File: config.mk
export PLATFORM = sky130hd
export DESIGN_NAME = output_spike_collector
export DESIGN_NICKNAME = d
export VERILOG_FILES = /design/src/rtl/output_spike_collector_pkg.sv /design/src/rtl/output_spike_collector_spike_fifo.sv /design/src/rtl/output_spike_collector.sv
export SDC_FILE = /design/constraint.sdc
export NUM_CORES = 1
export LEC_CHECK = 0
export BUFFER_PORTS_ARGS = -buffer_cell sky130_fd_sc_hd__buf_2
export CAP_MARGIN = 5
export CORE_UTILIZATION = 62
export CTS_BUF_LIST = sky130_fd_sc_hd__clkbuf_16
export DETAILED_ROUTE_END_ITERATION = 10
export PLACE_DENSITY = 0.79
export SKIP_LAST_GASP = 1
export SYNTH_ARGS = -nofsm -noshare
export SYNTH_HDL_FRONTEND = slang
export SYNTH_SLANG_ARGS = --single-unit
File: constraint.sdc
create_clock -name clk -period 3.8 [get_ports clk]
set_clock_uncertainty 0.1 [all_clocks]
set_input_delay 1.14 -clock clk [delete_from_list [all_inputs] [get_ports clk]]
set_output_delay 1.14 -clock clk [all_outputs]
set_load 0.03 [all_outputs]
File: src/rtl/output_spike_collector_pkg.sv
// Shared configuration, entry layout and helpers for the output spike collector.
// The OUTPUT_SPIKE_COUNT_EN option itself lives in the top module.
package ranc_output_pkg;

   function automatic int clog2_w(input int n);
      int w;
      w = 0;
      while ((1 << w) < n) w = w + 1;
      return w;
   endfunction

   localparam int NUM_OUTPUTS    = 256;
   localparam int NUM_TICKS      = 16;
   localparam int FIFO_DEPTH     = 64;
   localparam int DROP_CNT_WIDTH = 16;

   localparam int IDX_W   = clog2_w(NUM_OUTPUTS);
   localparam int TS_W    = clog2_w(NUM_TICKS);
   localparam int PTR_W   = clog2_w(FIFO_DEPTH);
   localparam int LVL_W   = PTR_W + 1;
   localparam int ENTRY_W = TS_W + IDX_W;

   localparam logic [DROP_CNT_WIDTH-1:0] DROP_CNT_MAX = '1;

   typedef struct packed {
      logic [TS_W-1:0]  tick_stamp;
      logic [IDX_W-1:0] index;
   } entry_t;

endpackage

File: src/rtl/output_spike_collector_spike_fifo.sv
// Show-ahead FIFO with a registered occupancy counter; a push is still taken
// when full if the head is being popped in the same cycle.
module spike_fifo
   import ranc_output_pkg::*;
(
   input  logic               clk,
   input  logic               rst,
   input  logic               push,
   input  logic [ENTRY_W-1:0] wr_data,
   input  logic               rd_ready,
   output logic [ENTRY_W-1:0] rd_data,
   output logic               rd_valid,
   output logic               push_ok,
   output logic [LVL_W-1:0]   level
);

   logic [ENTRY_W-1:0] mem_q [FIFO_DEPTH];
   logic [PTR_W-1:0]   wr_ptr_q, wr_ptr_d;
   logic [PTR_W-1:0]   rd_ptr_q, rd_ptr_d;
   logic [LVL_W-1:0]   level_q, level_d;
   logic               full, empty, pop;

   assign empty    = (level_q == '0);
   assign full     = (level_q == LVL_W'(FIFO_DEPTH));
   assign rd_valid = !empty;
   assign pop      = rd_valid && rd_ready;
   assign push_ok  = push && (!full || pop);
   // Gated so the output reads zero whenever nothing valid is held.
   assign rd_data  = rd_valid ? mem_q[rd_ptr_q] : '0;
   assign level    = level_q;

   // NOTE: every always_comb output gets a default first, so no path can leave it unassigned and infer a latch.
   always_comb begin
      wr_ptr_d = wr_ptr_q;
      rd_ptr_d = rd_ptr_q;
      level_d  = level_q;
      if (push_ok) wr_ptr_d = wr_ptr_q + PTR_W'(1);
      if (pop)     rd_ptr_d = rd_ptr_q + PTR_W'(1);
      case ({push_ok, pop})
         2'b10:   level_d = level_q + LVL_W'(1);
         2'b01:   level_d = level_q - LVL_W'(1);
         default: level_d = level_q;
      endcase
   end

   always_ff @(posedge clk or posedge rst) begin
      if (rst) begin
         wr_ptr_q <= '0;
         rd_ptr_q <= '0;
         level_q  <= '0;
      end else begin
         wr_ptr_q <= wr_ptr_d;
         rd_ptr_q <= rd_ptr_d;
         level_q  <= level_d;
      end
   end

   // NOTE: the storage array is deliberately not reset; validity is tracked by level_q alone.
   always_ff @(posedge clk) begin
      if (push_ok) mem_q[wr_ptr_q] <= wr_data;
   end

endmodule

File: src/rtl/output_spike_collector.sv
// Tags output-bus spikes with the tick stamp, buffers them and tracks drops.
// Define OUTPUT_SPIKE_COUNT_EN to add the per-tick accepted-spike counter.
module output_spike_collector
   import ranc_output_pkg::*;
(
   input  logic                      clk,
   input  logic                      rst,
   input  logic [IDX_W-1:0]          packet_in,
   input  logic                      packet_in_valid,
   input  logic                      tick,
   input  logic                      clear_status,
   output logic [ENTRY_W-1:0]        m_data,
   output logic                      m_valid,
   input  logic                      m_ready,
   output logic [LVL_W-1:0]          fifo_level,
   output logic                      overflow,
   output logic [DROP_CNT_WIDTH-1:0] drop_count
`ifdef OUTPUT_SPIKE_COUNT_EN
   ,
   output logic [IDX_W:0]            last_tick_count
`endif
);

   entry_t                    wr_entry;
   logic                      push_ok, drop;
   logic [TS_W-1:0]           tick_stamp_q, tick_stamp_d;
   logic                      overflow_q, overflow_d;
   logic [DROP_CNT_WIDTH-1:0] drop_count_q, drop_count_d;

   assign wr_entry = '{tick_stamp: tick_stamp_q, index: packet_in};
   assign drop     = packet_in_valid && !push_ok;

   spike_fifo u_fifo (
      .clk      (clk),
      .rst      (rst),
      .push     (packet_in_valid),
      .wr_data  (wr_entry),
      .rd_ready (m_ready),
      .rd_data  (m_data),
      .rd_valid (m_valid),
      .push_ok  (push_ok),
      .level    (fifo_level)
   );

   // A spike arriving with tick still sees the pre-increment stamp_q.
   always_comb begin
      tick_stamp_d = tick_stamp_q;
      if (tick) begin
         tick_stamp_d = (tick_stamp_q == TS_W'(NUM_TICKS - 1)) ? '0 : tick_stamp_q + TS_W'(1);
      end
      overflow_d   = overflow_q;
      drop_count_d = drop_count_q;
      if (clear_status) begin
         overflow_d   = 1'b0;
         drop_count_d = '0;
      end else if (drop) begin
         overflow_d = 1'b1;
         if (drop_count_q != DROP_CNT_MAX) drop_count_d = drop_count_q + DROP_CNT_WIDTH'(1);
      end
   end

   always_ff @(posedge clk or posedge rst) begin
      if (rst) begin
         tick_stamp_q <= '0;
         overflow_q   <= 1'b0;
         drop_count_q <= '0;
      end else begin
         tick_stamp_q <= tick_stamp_d;
         overflow_q   <= overflow_d;
         drop_count_q <= drop_count_d;
      end
   end

   assign overflow   = overflow_q;
   assign drop_count = drop_count_q;

`ifdef OUTPUT_SPIKE_COUNT_EN
   localparam logic [IDX_W:0] CNT_MAX = '1;

   logic [IDX_W:0] cur_count_q, cur_count_d, cur_plus;
   logic [IDX_W:0] last_tick_count_q, last_tick_count_d;

   // The push landing on the tick cycle belongs to the tick that is closing.
   always_comb begin
      cur_plus = cur_count_q;
      if (push_ok && cur_count_q != CNT_MAX) cur_plus = cur_count_q + (IDX_W + 1)'(1);
      cur_count_d       = cur_plus;
      last_tick_count_d = last_tick_count_q;
      if (tick) begin
         last_tick_count_d = cur_plus;
         cur_count_d       = '0;
      end
   end

   always_ff @(posedge clk or posedge rst) begin
      if (rst) begin
         cur_count_q       <= '0;
         last_tick_count_q <= '0;
      end else begin
         cur_count_q       <= cur_count_d;
         last_tick_count_q <= last_tick_count_d;
      end
   end

   assign last_tick_count = last_tick_count_q;
`endif

endmodule

==> reports/qor.txt <==
YOSYS
------------------------------------------------------------------------------------------
Number of distinct library cells after synthesis ............................           53
Cell area after synthesis ...................................................   0.0318 mm²
#FFs+latches synth ..........................................................          808
Share of flip-flops with an asynchronous set or reset after synthesis .......        4.95%
Number of enable-type register cells in the synthesized netlist .............          768
Top cells by area in the synthesized netlist ................................ sky130_fd_sc_hd__edfxtp_1 (73%), sky130_fd_sc_hd__mux4_2 (10%), sky130_fd_sc_hd__dfrtp_1 (3.2%), sky130_fd_sc_hd__mux2i_1 (3.0%), sky130_fd_sc_hd__o221ai_1 (1.0%)
Most instantiated library cell after synthesis .............................. sky130_fd_sc_hd__edfxtp_1
Post-synthesis sequential area ratio ........................................        75.8%
Net count of the mapped netlist .............................................         1611
Synth top area share ........................................................        72.6%
Cell type with the largest total area after synthesis ....................... sky130_fd_sc_hd__edfxtp_1
Commonest register cell after synthesis ..................................... sky130_fd_sc_hd__edfxtp_1
Commonest cells post-synth .................................................. sky130_fd_sc_hd__edfxtp_1 (768), sky130_fd_sc_hd__mux4_2 (145), sky130_fd_sc_hd__mux2i_1 (96), sky130_fd_sc_hd__nor2_1 (88), sky130_fd_sc_hd__dfrtp_1 (40)
Synthesized area divided by synthesized cell count ..........................     20.0 µm²
Cells after synthesis .......................................................         1587
Yosys synthesis warning count ...............................................            0

GLOBAL ROUTE
------------------------------------------------------------------------------------------
Tot GR Track Use ............................................................        32.9%
Pin count of the biggest net entering global routing ........................           66
Wire length of the first global-routing pass ................................       122 mm
Number of global-route vias before repair ...................................        17800
Gr ovfl total ...............................................................            0
Number of antenna violations at the first check in global routing ...........            0

PWR
------------------------------------------------------------------------------------------
Static power due to leakage .................................................    0.0128 µW
Peak supply drop ............................................................   0.000461 V
Power density normalized to cell area .......................................   784 mW/mm²
Final Total Pwr .............................................................     29400 µW

FLOORPLAN
------------------------------------------------------------------------------------------
Top-level port count ........................................................           51
DIE WIDTH ...................................................................       228 µm
Site row count ..............................................................           82
Die Y .......................................................................       228 µm
Die footprint ...............................................................   0.0521 mm²
Initial Util ................................................................        63.0%
Core Area ...................................................................   0.0504 mm²

FINAL LAYOUT
------------------------------------------------------------------------------------------
Number of standard cells in the layout, taps in and fillers out .............         2567
Final nets ..................................................................         1860
Share of the core filled with cells .........................................        74.4%
Fraction of layout cells with a size suffix above 1 .........................        32.2%
Antenna diode count .........................................................            0
Relative area change from synthesis to final layout .........................        18.1%
Filler instances ............................................................         2610

CRITICAL PATH
------------------------------------------------------------------------------------------
R2r endpoint ................................................................ u_fifo.level[6]
R2r setup slk ...............................................................       370 ps
Worst reg2reg path depth ....................................................           10
Required arrival time at the worst endpoint .................................      2560 ps
Kind of end point of the critical path ......................................   output pin
RR Startpoint ............................................................... u_fifo.level[0]
Type of the setup path with the least slack .................................      reg2out
CP Data Arrival Time ........................................................      3030 ps
Critical-path maximum fanout ................................................            9
Critical path startpoint category ...........................................     register

CLOCK NETWORK
------------------------------------------------------------------------------------------
Clock sink count ............................................................          808
Number of hold-repair buffers added at the cts stage ........................            0
CTS tree ....................................................................        built
Clock insertion delay at the later pin of the skew report ...................       620 ps
Clock edge transition at the registers on the reported setup and hold paths .        60 ps
Cell at the root of the clock tree .......................................... sky130_fd_sc_hd__clkbuf_16
Clock Path Buffers ..........................................................            3
Number of clock buffers inserted by TritonCTS ...............................           78
Number of levels in the clock H-tree ........................................            3

HOLD PATH
------------------------------------------------------------------------------------------
Tightest Hold Check Type ....................................................      reg2reg
Hold Crit Endpoint .......................................................... tick_stamp_q[0]
Launch instance of the worst min-delay path ................................. tick_stamp_q[0]
Cell count of the worst hold path ...........................................            1

TIMING
------------------------------------------------------------------------------------------
Final period util ...........................................................         112%
Slew HR .....................................................................        42.1%
Setup repair after global routing missed its margin .........................         true
Max-slew violations .........................................................            0
Fmax ........................................................................    0.234 GHz
Final number of setup-violating endpoints ...................................           12
Worst slew pin tran .........................................................       867 ps
Number of hold violations in the final report ...............................            0
Minimum clock period after layout ...........................................      4270 ps
Crit path setup slack, layout ...............................................      -470 ps
Summed negative setup slack over all endpoints ..............................     -5030 ps

DRT
------------------------------------------------------------------------------------------
Number of DRC violations after detailed routing .............................            0
Detailed-route vias per instance ............................................         6.92
Number of routed nets with antenna violations ...............................            0
Length of the first detailed-routing pass in iterations .....................            5
DRC violation total after the first TritonRoute iteration ...................         2514
Routed WL ...................................................................      83.9 mm
Routed WL per cell ..........................................................      32.7 µm
Number of vias after detailed routing .......................................        17800

OUTCOME
------------------------------------------------------------------------------------------
Run status .................................................................. finished with violations
Failing checks .............................................................. setup timing

PLACE
------------------------------------------------------------------------------------------
Number of buffers inserted by port buffering ................................           50
Number of cells after detailed placement ....................................         2398
GP Congestion ...............................................................        0.912
DP HPWL .....................................................................      47.3 mm

FLOW RUN
------------------------------------------------------------------------------------------
Reported max-cap violation count ............................................            0

==> cells in the final DEF, fill, tap and decap left out, drive strengths merged, types with 2 or more instances in the layout <==
| cell type | n |
|---|---|
| edfxtp | 768 |
| buf | 252 |
| mux4 | 145 |
| mux2i | 96 |
| nor2 | 88 |
| clkbuf | 81 |
| dfrtp | 40 |
| a21oi | 39 |
| o221ai | 38 |
| a22oi | 34 |
| inv | 33 |
| nand2 | 32 |
| a211oi | 32 |
| clkinv | 24 |
| xnor2 | 21 |
| nand3 | 16 |
| a21o | 16 |
| a22o | 16 |
| o22ai | 13 |
| mux2 | 12 |
| nor2b | 10 |
| o21ai | 9 |
| ha | 9 |
| nand4 | 9 |
| nor4 | 9 |
| bufinv | 8 |
| nor3 | 7 |
| nand3b | 5 |
| bufbuf | 5 |
| xor2 | 4 |
| or3b | 4 |
| and2 | 4 |
| nor3b | 2 |
| or2 | 2 |
| a221oi | 2 |
| or3 | 2 |
==> cell type report <==
type / count / area, µm² / share of cell area, %
clock buffer: 81 / 2030 / 5.41
clock inverter: 58 / 463 / 1.24
inverter: 8 / 30.0 / 0.0801
multi-input combinational: 683 / 7580 / 20.2
sequential: 808 / 24100 / 64.2
tap: 672 / 841 / 2.24
timing repair buffer: 257 / 2470 / 6.59
==> worst max-delay path by stage <==
stage	startpoint	to	cells past startpoint
4_1_cts	u_fifo.rd_ptr_q[0]	m_data[6]	9
3_5_place_dp	u_fifo.rd_ptr_q[0]	m_data[6]	7
2_1_floorplan	u_fifo.level[0]	m_data[11]	6
5_1_grt	u_fifo.rd_ptr_q[0]	m_data[7]	8
3_3_place_gp	u_fifo.rd_ptr_q[0]	m_data[2]	7
6_report	u_fifo.rd_ptr_q[0]	m_data[7]	9
==> flip-flops by register name (all words and copies together) (netlist names) <==
name and count:
overflow 1, tick_stamp_q 4, drop_count 16, u_fifo.wr_ptr_q 6, u_fifo.rd_ptr_q 6, u_fifo.mem_q 768, u_fifo.level 7
==> per-stage QoR <==
step	cell area (µm²)	setup slack (ps)	hold WS [ps]
after floorplan	31800	427	357
after global placement	33900	34.9	377
after detailed placement	33900	-26.0	396
after CTS	37400	-447	407
after global routing	37500	-511	433
final	37500	-470	417
==> critical path, stage by stage, from the launching register on <==
cell                      delay (ps)
sky130_fd_sc_hd__dfrtp_4         500
sky130_fd_sc_hd__buf_12          170
sky130_fd_sc_hd__buf_16          150
sky130_fd_sc_hd__buf_4           140
sky130_fd_sc_hd__buf_4           130
sky130_fd_sc_hd__mux4_2          450
sky130_fd_sc_hd__a22oi_2         260
sky130_fd_sc_hd__nand2_2         130
sky130_fd_sc_hd__a22o_1          270
sky130_fd_sc_hd__buf_4           190
==> report_power, final <==
part	switching [µW]	leakage [µW]	internal, µW
logic	6120	0.00404	4710
clock network	3250	0.00130	4390
registers	407	0.00742	10500
total	9780	0.0128	19600
==> layer usage <==
metal	GRT usage [%]	wire (µm)	vias to the layer above	share of wire (%)
met2	52.2	40900	1436	49
li1	-	-	7067	-
met3	6.42	9600	261	11
met4	14.7	3890	0	4.6
met1	45.0	29500	9001	35
met5	0	0	-	0
==> cell families (layout without fill, tap and decap cells) <==
kind of cell	count (synthesis)	in the layout	synth area share [%]
AOI/OAI and AO/OA	202	202	4.57
DFF	808	808	75.8
and+or+nand+nor	193	193	3.08
muxes	253	253	13.8
xor gates and xnor gates	25	25	0.690
buffers and inverters	96	404	1.65
adders and majority gates	10	10	0.418
==> timing repair <==
action,in CTS,in global routing
cloned,11,0
setup buffers,20,2
pin swaps,32,17
endpoints found under the setup margin,12,12
gates resized for setup,108,17
endpoints found under the hold margin,0,0
No activity file was read; power rests on OpenSTA's default activity.
